[src/rtl/alu_issue_queue.sv]
// -----------------------------------------------------------------------------
// alu_issue_queue
//   Instruction buffer and issue stage feeding the 4-stage pipelined ALU.
//   Accepts 24-bit instruction words {func, rs1, rs2, rd, addr} over a
//   valid/ready handshake and holds them in a DEPTH-entry FIFO. It issues at
//   most one instruction per cycle on registered outputs. A scoreboard of the
//   last HAZ_WIN issue slots delays any head whose source registers are still
//   being written back; while it waits, a harmless bubble is driven.
//
//   Bubble encoding: func=3 (SELA), rs1=rs2=rd=BUBBLE_REG, addr=BUBBLE_ADDR.
//   The ALU just rewrites the scratch register/memory with unchanged data.
//
// Optional feature (macro ALU_ISSUE_STATS_EN):
//   adds issue_cnt / stall_cnt saturating 16-bit counters.
//
// Ports
//   clk          in   clock, all state on posedge (same net as ALU clk1)
//   rst_n        in   asynchronous active-low reset
//   in_valid     in   instruction word present
//   in_ready     out  FIFO can accept (not full and no flush)
//   in_instr     in   {func[23:20], rs1[19:16], rs2[15:12], rd[11:8], addr[7:0]}
//   flush        in   discard every buffered instruction
//   rs1,rs2,rd   out  register operands to ALU (registered)
//   func         out  ALU function (registered)
//   addr         out  memory address to ALU (registered)
//   issue_valid  out  1 = real instruction on the outputs, 0 = bubble
//   err_illegal  out  one-cycle pulse: head had func >= 12 and was dropped
//   empty        out  FIFO holds no instruction
//   issue_cnt    out  (ALU_ISSUE_STATS_EN) issued instruction count
//   stall_cnt    out  (ALU_ISSUE_STATS_EN) hazard stall cycle count
// -----------------------------------------------------------------------------
module alu_issue_queue #(
    parameter int         DEPTH       = 8,
    parameter int         HAZ_WIN     = 2,
    parameter logic [3:0] BUBBLE_REG  = 4'hF,
    parameter logic [7:0] BUBBLE_ADDR = 8'hFF
) (
    input  logic        clk,
    input  logic        rst_n,
    input  logic        in_valid,
    output logic        in_ready,
    input  logic [23:0] in_instr,
    input  logic        flush,
    output logic [3:0]  rs1,
    output logic [3:0]  rs2,
    output logic [3:0]  rd,
    output logic [3:0]  func,
    output logic [7:0]  addr,
    output logic        issue_valid,
    output logic        err_illegal,
    output logic        empty
`ifdef ALU_ISSUE_STATS_EN
    ,
    output logic [15:0] issue_cnt,
    output logic [15:0] stall_cnt
`endif
);

    localparam int               PTR_W     = $clog2(DEPTH);
    localparam int               CNT_W     = PTR_W + 1;
    localparam logic [CNT_W-1:0] FULL_CNT  = CNT_W'(DEPTH);
    localparam logic [3:0]       FUNC_SELA = 4'd3;

    // Operand usage per ALU function code.
    function automatic logic uses_a(input logic [3:0] f);
        case (f)
            4'd0, 4'd1, 4'd2, 4'd3, 4'd5, 4'd6, 4'd7,
            4'd8, 4'd10, 4'd11: uses_a = 1'b1;
            default:            uses_a = 1'b0;
        endcase
    endfunction

    function automatic logic uses_b(input logic [3:0] f);
        case (f)
            4'd0, 4'd1, 4'd2, 4'd4, 4'd5, 4'd6, 4'd7, 4'd9: uses_b = 1'b1;
            default:                                       uses_b = 1'b0;
        endcase
    endfunction

    logic [23:0]      r_mem [DEPTH];
    logic [PTR_W-1:0] r_wptr;
    logic [PTR_W-1:0] r_rptr;
    logic [CNT_W-1:0] r_count;

    // Scoreboard: slot 0 is the most recent issue slot.
    logic [HAZ_WIN-1:0] r_sb_vld;
    logic [3:0]         r_sb_rd [HAZ_WIN];

    logic [23:0] w_head;
    logic [3:0]  w_hfunc, w_hrs1, w_hrs2, w_hrd;
    logic [7:0]  w_haddr;
    logic        w_push, w_pop;
    logic        w_head_vld, w_illegal, w_raw, w_stall, w_issue;

    assign empty    = (r_count == '0);
    // Depends only on stored count, so a same-cycle pop never reopens a full FIFO.
    assign in_ready = (r_count != FULL_CNT) && !flush;
    assign w_push   = in_valid && in_ready;

    assign w_head  = r_mem[r_rptr];
    assign w_hfunc = w_head[23:20];
    assign w_hrs1  = w_head[19:16];
    assign w_hrs2  = w_head[15:12];
    assign w_hrd   = w_head[11:8];
    assign w_haddr = w_head[7:0];

    always_comb begin
        w_raw = 1'b0;
        for (int i = 0; i < HAZ_WIN; i++) begin
            if (r_sb_vld[i] &&
                ((uses_a(w_hfunc) && (w_hrs1 == r_sb_rd[i])) ||
                 (uses_b(w_hfunc) && (w_hrs2 == r_sb_rd[i]))))
                w_raw = 1'b1;
        end
    end

    // A flush discards the head along with everything behind it.
    assign w_head_vld = !empty && !flush;
    // Illegal check has priority over the hazard check.
    assign w_illegal  = w_head_vld && (w_hfunc >= 4'd12);
    assign w_stall    = w_head_vld && !w_illegal && w_raw;
    assign w_issue    = w_head_vld && !w_illegal && !w_stall;
    assign w_pop      = w_illegal || w_issue;

    // FIFO storage
    always_ff @(posedge clk) begin
        if (w_push)
            r_mem[r_wptr] <= in_instr;
    end

    // FIFO pointers and occupancy
    always_ff @(posedge clk or negedge rst_n) begin
        if (!rst_n) begin
            r_wptr  <= '0;
            r_rptr  <= '0;
            r_count <= '0;
        end else if (flush) begin
            r_wptr  <= '0;
            r_rptr  <= '0;
            r_count <= '0;
        end else begin
            if (w_push)
                r_wptr <= r_wptr + PTR_W'(1);
            if (w_pop)
                r_rptr <= r_rptr + PTR_W'(1);
            r_count <= r_count + CNT_W'(w_push) - CNT_W'(w_pop);
        end
    end

    // Scoreboard ages every cycle; bubbles enter as invalid slots
    always_ff @(posedge clk or negedge rst_n) begin
        if (!rst_n) begin
            for (int i = 0; i < HAZ_WIN; i++) begin
                r_sb_vld[i] <= 1'b0;
                r_sb_rd[i]  <= BUBBLE_REG;
            end
        end else begin
            r_sb_vld[0] <= w_issue;
            r_sb_rd[0]  <= w_issue ? w_hrd : BUBBLE_REG;
            for (int i = 1; i < HAZ_WIN; i++) begin
                r_sb_vld[i] <= r_sb_vld[i-1];
                r_sb_rd[i]  <= r_sb_rd[i-1];
            end
        end
    end

    // Issue output register
    always_ff @(posedge clk or negedge rst_n) begin
        if (!rst_n) begin
            func        <= FUNC_SELA;
            rs1         <= BUBBLE_REG;
            rs2         <= BUBBLE_REG;
            rd          <= BUBBLE_REG;
            addr        <= BUBBLE_ADDR;
            issue_valid <= 1'b0;
            err_illegal <= 1'b0;
        end else begin
            issue_valid <= w_issue;
            err_illegal <= w_illegal;
            if (w_issue) begin
                func <= w_hfunc;
                rs1  <= w_hrs1;
                rs2  <= w_hrs2;
                rd   <= w_hrd;
                addr <= w_haddr;
            end else begin
                func <= FUNC_SELA;
                rs1  <= BUBBLE_REG;
                rs2  <= BUBBLE_REG;
                rd   <= BUBBLE_REG;
                addr <= BUBBLE_ADDR;
            end
        end
    end

`ifdef ALU_ISSUE_STATS_EN
    // Saturating statistics counters
    always_ff @(posedge clk or negedge rst_n) begin
        if (!rst_n) begin
            issue_cnt <= '0;
            stall_cnt <= '0;
        end else begin
            if (w_issue && (issue_cnt != 16'hFFFF))
                issue_cnt <= issue_cnt + 16'd1;
            if (w_stall && (stall_cnt != 16'hFFFF))
                stall_cnt <= stall_cnt + 16'd1;
        end
    end
`endif

endmodule

[config.mk]
export PLATFORM = sky130hd
export DESIGN_NAME = alu_issue_queue
export DESIGN_NICKNAME = d
export VERILOG_FILES = /design/src/rtl/alu_issue_queue.sv
export SDC_FILE = /design/constraint.sdc
export NUM_CORES = 1
export LEC_CHECK = 0
export BUFFER_PORTS_ARGS = -buffer_cell sky130_fd_sc_hd__buf_2
export CORE_MARGIN = 2
export CORE_UTILIZATION = 45
export CTS_CLUSTER_SIZE = 10
export DETAILED_ROUTE_END_ITERATION = 6
export PLACE_DENSITY = 0.62
export SLEW_MARGIN = 20
export SYNTH_ARGS = -nofsm -noshare
export SYNTH_HDL_FRONTEND = slang
export SYNTH_SLANG_ARGS = --single-unit
[constraint.sdc]
create_clock -name clk -period 3.8 [get_ports clk]
set_input_delay 0.19 -clock clk [delete_from_list [all_inputs] [get_ports clk]]
set_output_delay 0.19 -clock clk [all_outputs]
set_load 0.01 [all_outputs]
After elaboration in Yosys (flattened, before gate mapping)
Memory sizes are Yosys's and may differ from the RTL's.
Index checks and enable logic that the tools add are counted.

storage, ports and cells
  output and inout port bits = 28
  input bits = 28
  bits in latches = 0
  bits in read-only memories = 64
  memory bits (writable) = 192
  memories kept = 5
  flip-flop bits (word level) = 42

cells by class
  order comparisons = 1
  $mul = 0
  bitwise logic cells = 0
  mux-type cells = 14
  reduce and logical (&&, ||, !) cells = 23
  div/mod/pow operators = 0
  shift-type cells = 0
  add/sub/neg operators = 4
  equality and inequality tests = 5

memory list
  name              words  bits a word  rd ports  clocked after memory_dff  write ports  line  RTL
  r_mem             8      24           1         0                         1            80    logic [23:0] r_mem [DEPTH];
  (name not given)  16     1            1         0                         0            66    case (f)
  (name not given)  16     1            1         0                         0            74    case (f)
  (name not given)  16     1            1         0                         0            66
  (name not given)  16     1            1         0                         0            74

operators with widths
  kind                 number
  $mux 4               5
  $eq 4x4->1           4
  $logic_and 1x1->1    13
  $mux 3               4
  $mux 8               1
  $add 3x1->3 const B  2
  $add 4x1->4          1
  $ge 4x4->1 const B   1
  $logic_not 1->1      4
  $logic_not 4->1      1
  $mux 1               4
  $ne 4x4->1 const B   1
  $reduce_bool 2->1    2
  $sub 4x1->4          1
  $logic_or 1x1->1     3

Longest topological paths before layout
Gate-level depths: netlist of run 1.
An unclocked memory read counts as a cell.

  depth after elaboration = 13
  depth in mapped cells = 16

Worst setup path before layout of run 1
No wires, ideal clock.

  path type = register to register
  from = register r_count[2]
  to = memory r_mem[0][0], enable pin
  required time = 3.365 ns
  stages on the path, launching flop included = 8
  data arrival time = 2.961 ns
  slack = 0.404 ns
  buffers on the path = 1
  period minus slack after synthesis = 3.396 ns
  cell sequence = dfrtp_1 inv_1 ha_1 a21oi_1 and2_1 clkbuf_1 nand2b_1 nor3_1

on the way
  word-level cells in the longest chain between the ends = 5

ends and longest elaborated chain
  what                          line  RTL
  start, declared               83    logic [CNT_W-1:0] r_count;
  start signal, assigned        146   r_count <= r_count + CNT_W'(w_push) - CNT_W'(w_pop);
  $ne 4x4->1                    97    assign in_ready = (r_count != FULL_CNT) && !flush;
  $logic_and 1x1->1             97
  via in_ready                  41    output logic in_ready,
  $logic_and 1x1->1             98    assign w_push = in_valid && in_ready;
  $mux 1                        127   if (w_push)
  $mux 1 (not written as such)  128   r_mem[r_wptr] <= in_instr;
  end, declared                 80

The timed path passes the listed nets, and every way through them passes these cells.

Worst setup path after layout of run 1
  from = register r_rptr[1]
  to = register r_count[2]

on the way
  word-level cells in the longest chain between the ends = 13
  elaborated cells between the ends (all ways) = 29
  those cells by class = add/sub (1); order compare (1); eq/ne (4); mux (3); reduce/logical (15); memory (5)

ends and longest elaborated chain
  what                                         line      RTL
  start, declared                              82        logic [PTR_W-1:0] r_rptr;
  start signal, assigned                       145       r_rptr <= r_rptr + PTR_W'(1);
  $mem_v2 8x24 *                               --
  $mem_v2 16x1 (tied with other cells)         --
  $logic_and 1x1->1, on equally long branches  111, 112
  $logic_or 1x1->1                             111       ((uses_a(w_hfunc) && (w_hrs1 == r_sb_rd[i])) ||
  $logic_and 1x1->1                            110       if (r_sb_vld[i] &&
  $mux 1 (2 in a row)                          110
  $logic_and 1x1->1                            121       assign w_stall = w_head_vld && !w_illegal && w_raw;
  $logic_not 1->1                              122       assign w_issue = w_head_vld && !w_illegal && !w_stall;
  $logic_and 1x1->1                            122
  $logic_or 1x1->1 *                           123       assign w_pop = w_illegal || w_issue;
  $sub 4x1->4 *                                146
  $mux 4 *                                     137       end else if (flush) begin

Mark *: on every way between the ends. The rest lies on a longest branch, timed or not.
A chain may end at the register's enable or synchronous reset.

==> run_results.csv, run 1 <==
group,metric,value,unit
outcome,status,"finished clean",
global_route,grt_max_degree,42,
synth,synthesis.area,9190,µm²
finish,nFillCells,1625,
die,fp-row-count,52,
power_and_ir_drop,ir_worst_vdd,406,µV
drt,firstDrtPassIters,4,
sta,setup_viol,0,
synth,synth_compound_area_frac,0.0140,
sta,max_slew.worst_pin.slew,620,ps
synth,synth_edf_count,192,
clock_tree,clock_sinks,233,
global_route,grt_pass1_vias,4829,
synth,netlist_top_cells_area,"edfxtp_1, mux4_2, dfstp_2",
synth,synthSimpleGateAreaFrac,0.0411,
worst_setup_path,cp.required,4200,ps
synth,synthCells,462,
drt,antenna_left,0,
global_route,grt.total_usage,0.171,
place,place_ws,251,ps
worst_setup_path,cp-start-kind,"flip-flop",
synth,synth-adder-area-share,0.0131,
synth,yosysWarningCount,0,
synth,synth_top_family_by_area,"multiplexers",
worst_setup_path,cp_max_fo,24,
die,die_y,147,µm
clock_tree,clk-insertion-delay-late,530,ps
die,die_w,147,µm
die,core-area,20200,µm²
power_and_ir_drop,p_leak,3.65,nW
sta,post-route-min-period,3560,ps
synth,synth.most_common_cell,"edfxtp_1",
finish,finalInstanceArea,10900,µm²
synth,async_reset_ff_frac,0.176,
global_route,grt_pass1_wl,27800,µm
clock_tree,root_buffer,"clkbuf_16",
sta,finalHoldViolations,0,
clock_tree,cts_setup_buffers,0,
sta,rsz0062_at_grt,"false",
sta,totalNegativeSetupSlack,0,ps
die,start_util,0.456,
sta,fmax,281,MHz
synth,yosysTopAreaCell,"edfxtp_1",
synth,ys_seq_area_frac,0.743,
synth,ys_seq_elements,233,
synth,ys.flop_type,"edfxtp_1",
synth,synth_top_cell_area_share,0.627,
finish,n_antenna_cell,0,
power_and_ir_drop,power.density,661,nW/µm²
clock_tree,htreeDepth,1,
synth,synth_area_per_cell,19.9,µm²
synth,synth.distinct_cells,43,
synth,muxShareOfSynthArea,0.152,
synth,synth_nets,499,
sta,timing.final.crit_share,0.937,
place,portBuffers,55,
clock_tree,cts_buffers,27,
worst_setup_path,crit_arrival,3960,ps
finish,area_delta_synth_final,18.7,%
drt,vias_per_cell,5.18,
place,gp_congestion,0.784,
sta,max_slew_margin,0.587,
synth,synth_common_cells,"edfxtp_1, mux4_2, dfstp_2, mux2i_1, nand2_1",
finish,seq_area,6830,µm²
synth,synthXorXnorAreaFrac,0.0181,
global_route,antenna_found_initial,0,
clock_tree,tritoncts,"built",
sta,finalClockSkew,9.68,ps
sta,final.setup.worst_slack,240,ps
drt,drtIter0Drc,216,
drt,wl_per_cell,21.0,µm
finish,multiInputGateArea,2210,µm²
worst_setup_path,endpoint_kind,"flip-flop",
finish,drive_gt1_frac,0.346,
job,max-cap-violations,0,
drt,vias,4453,
drt,wl,18000,µm
finish,nets,608,
place,dpl_cell_area,9870,µm²
worst_setup_path,path_class,"flip-flop to flip-flop",
clock_tree,path_clk_slew,50,ps
place,hpwl,10600,µm
worst_hold_path,hp-class,"input port to flip-flop",
die,die-area,21600,µm²
drt,drcViolationCount,0,
clock_tree,max-clock-path-buffers,3,
sta,drv_slew,0,
global_route,overflow,0,
die,io_pins,56,
## sequential cells by signal, indices dropped and copies added (netlist names), 2 cells and up
register / cells
r_mem: 192
addr: 8
func: 4
r_count: 4
r_sb_rd: 4
rd: 4
rs1: 4
rs2: 4
r_rptr: 3
r_wptr: 3
r_sb_vld: 2
## logic make-up after synthesis
logic type | Yosys count
fa+ha+maj | 9
buf+inv | 28
xor+xnor | 19
mux | 80
simple gates | 75
flops | 233
compound gates | 18
## per-stage QoR
step           hold WS, ps  power [mW]  utilization  cells
4_1_cts                156        7.31        0.541    860
2_1_floorplan         -106        4.50            -    462
3_3_place_gp           399        4.98        0.490    786
3_5_place_dp           404        5.01        0.490    786
5_1_grt                197        7.55        0.541    860
6_report               168        7.21        0.541    860
## per-layer routing
layer  up-vias  wire length, µm  track usage
li1       2020                -            -
met1      2315             7920        0.225
met2        90             9050        0.294
met3        28              723       0.0332
met4         0              339       0.0466
met5         -                0            0
## worst max-delay path: stages (launching register included)
cell	delay [ps]
dfrtp_2	760
buf_12	260
mux4_2	340
mux2i_4	250
xnor2_1	90
nor2_1	110
nand4_1	120
a21oi_2	290
nor3_2	90
ha_1	290
inv_1	40
ha_1	190
fa_1	380
xnor2_1	140
nor2_1	50
## power breakdown
part           internal [mW]  switching (mW)  leakage [nW]  total, mW
sequential              3.06           0.143          2.20       3.20
clock                   1.33           0.922         0.369       2.25
combinational          0.862           0.898          1.07       1.76
## cells in the final DEF (no fill, tap or decap), types with 6 or more instances in the layout
| cell | Yosys | final |
|---|---|---|
| clkbuf_16 | 0 | 27 |
| nor2_1 | 18 | 12 |
| xor2_1 | 9 | 9 |
| mux2i_4 | 6 | 6 |
| inv_1 | 6 | 6 |
| nand2b_1 | 7 | 7 |
| ha_1 | 8 | 8 |
| dfstp_2 | 26 | 26 |
| xnor2_1 | 10 | 10 |
| mux2i_1 | 26 | 26 |
| dfrtp_1 | 15 | 12 |
| nor2b_1 | 8 | 8 |
| nor2_2 | 0 | 6 |
| nand2_1 | 25 | 25 |
| dlygate4sd3_1 | 0 | 26 |
| mux4_2 | 39 | 39 |
| buf_4 | 8 | 19 |
| mux2_2 | 6 | 6 |
| edfxtp_1 | 192 | 192 |
| buf_2 | 3 | 54 |
| clkbuf_1 | 5 | 18 |
## layout make-up
cell class / count / share of cell area
Clock buffer: 45 / 0.0681
Clock inverter: 3 / 0.00264
Inverter: 6 / 0.00206
Multi-Input combinational cell: 201 / 0.203
Sequential cell: 233 / 0.626
Tap cell: 270 / 0.0310
Timing Repair Buffer: 102 / 0.0672
## final timing paths
kind	from	endpoint	slack (ps)	depth (start not counted)
worst min register to register	rd[0]$_DFF_PN1_	r_sb_rd[0]$_DFF_PN1_	400	0
worst max-delay path	r_rptr[1]$_DFFE_PN0P_	r_count[2]$_DFF_PN0_	240	14
min in group asynchronous	rst_n	r_count[0]$_DFF_PN0_	220	2
worst min-delay path	in_valid	r_wptr[0]$_DFFE_PN0P_	170	3
max in group asynchronous	rst_n	r_rptr[0]$_DFFE_PN0P_	3130	2
worst max register to register	r_rptr[1]$_DFFE_PN0P_	r_count[2]$_DFF_PN0_	240	14
## what timing repair did
action	in CTS	in global routing
hold buffers	26	0
hold endpoints to repair	209	0
gates resized for setup	0	0
No activity file was read; power rests on OpenSTA's default activity.
==> run 2, diff against run 1 <==
- CORE_UTILIZATION: 45 -> 34
- PLACE_DENSITY: 0.62 -> 0.5
- clock period: 3.8 -> 4.6 ns (I/O delays scaled with it)
==> run 2 against run 1 <==
  * Clock power down 16%
  * Final area up 0.29%
  * Via count up 1.8%
  * Worst setup slack better by 420 ps
  * Combinational power down 24%
  * Critical path depth down 2
==> run_results.csv, run 2 (synthesis results as in run 1) <==
group,metric,value,unit
finish,area_delta_synth_final,19.0,%
die,die_w,168,µm
sta,max_slew.worst_pin.slew,977,ps
drt,wl,18900,µm
drt,vias_per_cell,4.89,
die,start_util,0.344,
place,gp_congestion,0.699,
place,portBuffers,55,
sta,max_slew_margin,0.349,
clock_tree,max-clock-path-buffers,3,
sta,fmax,254,MHz
sta,timing.final.crit_share,0.857,
drt,drtIter0Drc,338,
die,io_pins,56,
place,dp.cells,854,
worst_setup_path,path_class,"flip-flop to flip-flop",
place,place_ws,609,ps
clock_tree,cts_setup_buffers,0,
drt,firstDrtPassIters,4,
finish,top_regs,"r_mem: 192 flops, addr: 8 flops",
drt,antenna_left,0,
clock_tree,htreeDepth,1,
global_route,grt_pass1_vias,4873,
sta,setup_viol,0,
finish,layout_common_cells,"edfxtp_1, buf_2, mux4_2",
die,core-area,26700,µm²
die,fp-row-count,60,
global_route,grt.total_usage,0.137,
finish,nets,604,
sta,totalNegativeSetupSlack,0,ps
worst_setup_path,endpoint_kind,"flip-flop",
global_route,grt_max_degree,42,
clock_tree,tritoncts,"built",
drt,wl_per_cell,20.4,µm
clock_tree,cts_resized,0,
global_route,grt_pass1_wl,29100,µm
finish,seq_area,6830,µm²
finish,nFillCells,2414,
drt,vias,4532,
worst_setup_path,cp-start-kind,"flip-flop",
clock_tree,cts_buffers,27,
finish,largest_reg_flops,192,
sta,finalClockSkew,13.8,ps
worst_hold_path,hp-class,"input port to flip-flop",
global_route,overflow,0,
clock_tree,cts_hold_repair.buffers,25,
clock_tree,clk-insertion-delay-late,530,ps
sta,finalHoldViolations,0,
clock_tree,path_clk_slew,60,ps
sta,final.setup.worst_slack,659,ps
worst_setup_path,crit_arrival,4350,ps
power_and_ir_drop,power.density,543,nW/µm²
finish,n_antenna_cell,0,
finish,multiInputGateArea,2210,µm²
sta,post-route-min-period,3940,ps
finish,drive_gt1_frac,0.345,
global_route,antenna_found_initial,0,
die,die_y,168,µm
clock_tree,clock_sinks,233,
die,die-area,28400,µm²
power_and_ir_drop,ir_worst_vdd,321,µV
power_and_ir_drop,p_leak,3.62,nW
outcome,status,"finished clean",
worst_setup_path,cp.required,5010,ps
clock_tree,root_buffer,"clkbuf_16",
sta,whs,51.6,ps
sta,drv_slew,0,
finish,final_common_cell,"edfxtp_1",
drt,drcViolationCount,0,
finish,top_register,"r_mem",
finish,fin_cells,926,
sta,rsz0062_at_grt,"false",
power_and_ir_drop,p_total,5.95,mW
place,hpwl,11100,µm
worst_setup_path,cp_max_fo,38,
job,max-cap-violations,0,
==> run 2: layout make-up <==
cell class	count	share of cell area
well taps	341	0.0390
inverters	6	0.00206
multi-input cells	201	0.202
flip-flops and latches	233	0.624
clock buffers	46	0.0701
clock inverters	1	0.00183
repair buffers	98	0.0604
==> run 2: per-stage QoR <==
step | instance area (µm²) | util
after detailed placement | 9900 | 0.371
after global routing | 10900 | 0.409
after CTS | 10900 | 0.409
final | 10900 | 0.409
after global placement | 9900 | 0.371
after floorplan | 9190 | -
==> run 2: final timing paths <==
kind / cells past startpoint / endpoint / slack [ps] / from
hold reg to reg: 0 / r_sb_rd[3]$_DFF_PN1_ / 410 / rd[3]$_DFF_PN1_
hold / removal: 2 / r_wptr[2]$_DFFE_PN0P_ / 50 / flush
max in group asynchronous: 3 / r_rptr[2]$_DFFE_PN0P_ / 3820 / rst_n
setup reg to reg: 12 / r_count[2]$_DFF_PN0_ / 660 / r_rptr[1]$_DFFE_PN0P_
min in group asynchronous: 3 / r_rptr[0]$_DFFE_PN0P_ / 340 / rst_n
setup / recovery: 12 / r_count[2]$_DFF_PN0_ / 660 / r_rptr[1]$_DFFE_PN0P_
==> run 2: where the power goes <==
group          total, mW  internal, mW  switching, mW  leakage [nW]
sequential          2.71          2.52          0.183          2.20
clock               1.90          1.12          0.779         0.377
combinational       1.34         0.667          0.668          1.04
==> run 2: metal layers <==
layer	share of wire	track usage	vias up
met3	0.039	0.0214	28
met5	0	0	-
li1	-	-	2010
met4	0.017	0.0349	0
met1	0.46	0.191	2398
met2	0.48	0.225	96
==> run 2: worst max-delay path, stage by stage, from the launching register on <==
cell and delay, ps:
dfrtp_2 1010, mux4_2 420, mux2i_1 500, a21boi_1 230
o22ai_1 100, a21oi_2 280, nor3_2 130, ha_1 300
inv_1 40, ha_1 200, fa_1 390, xnor2_1 150
nor2_1 50
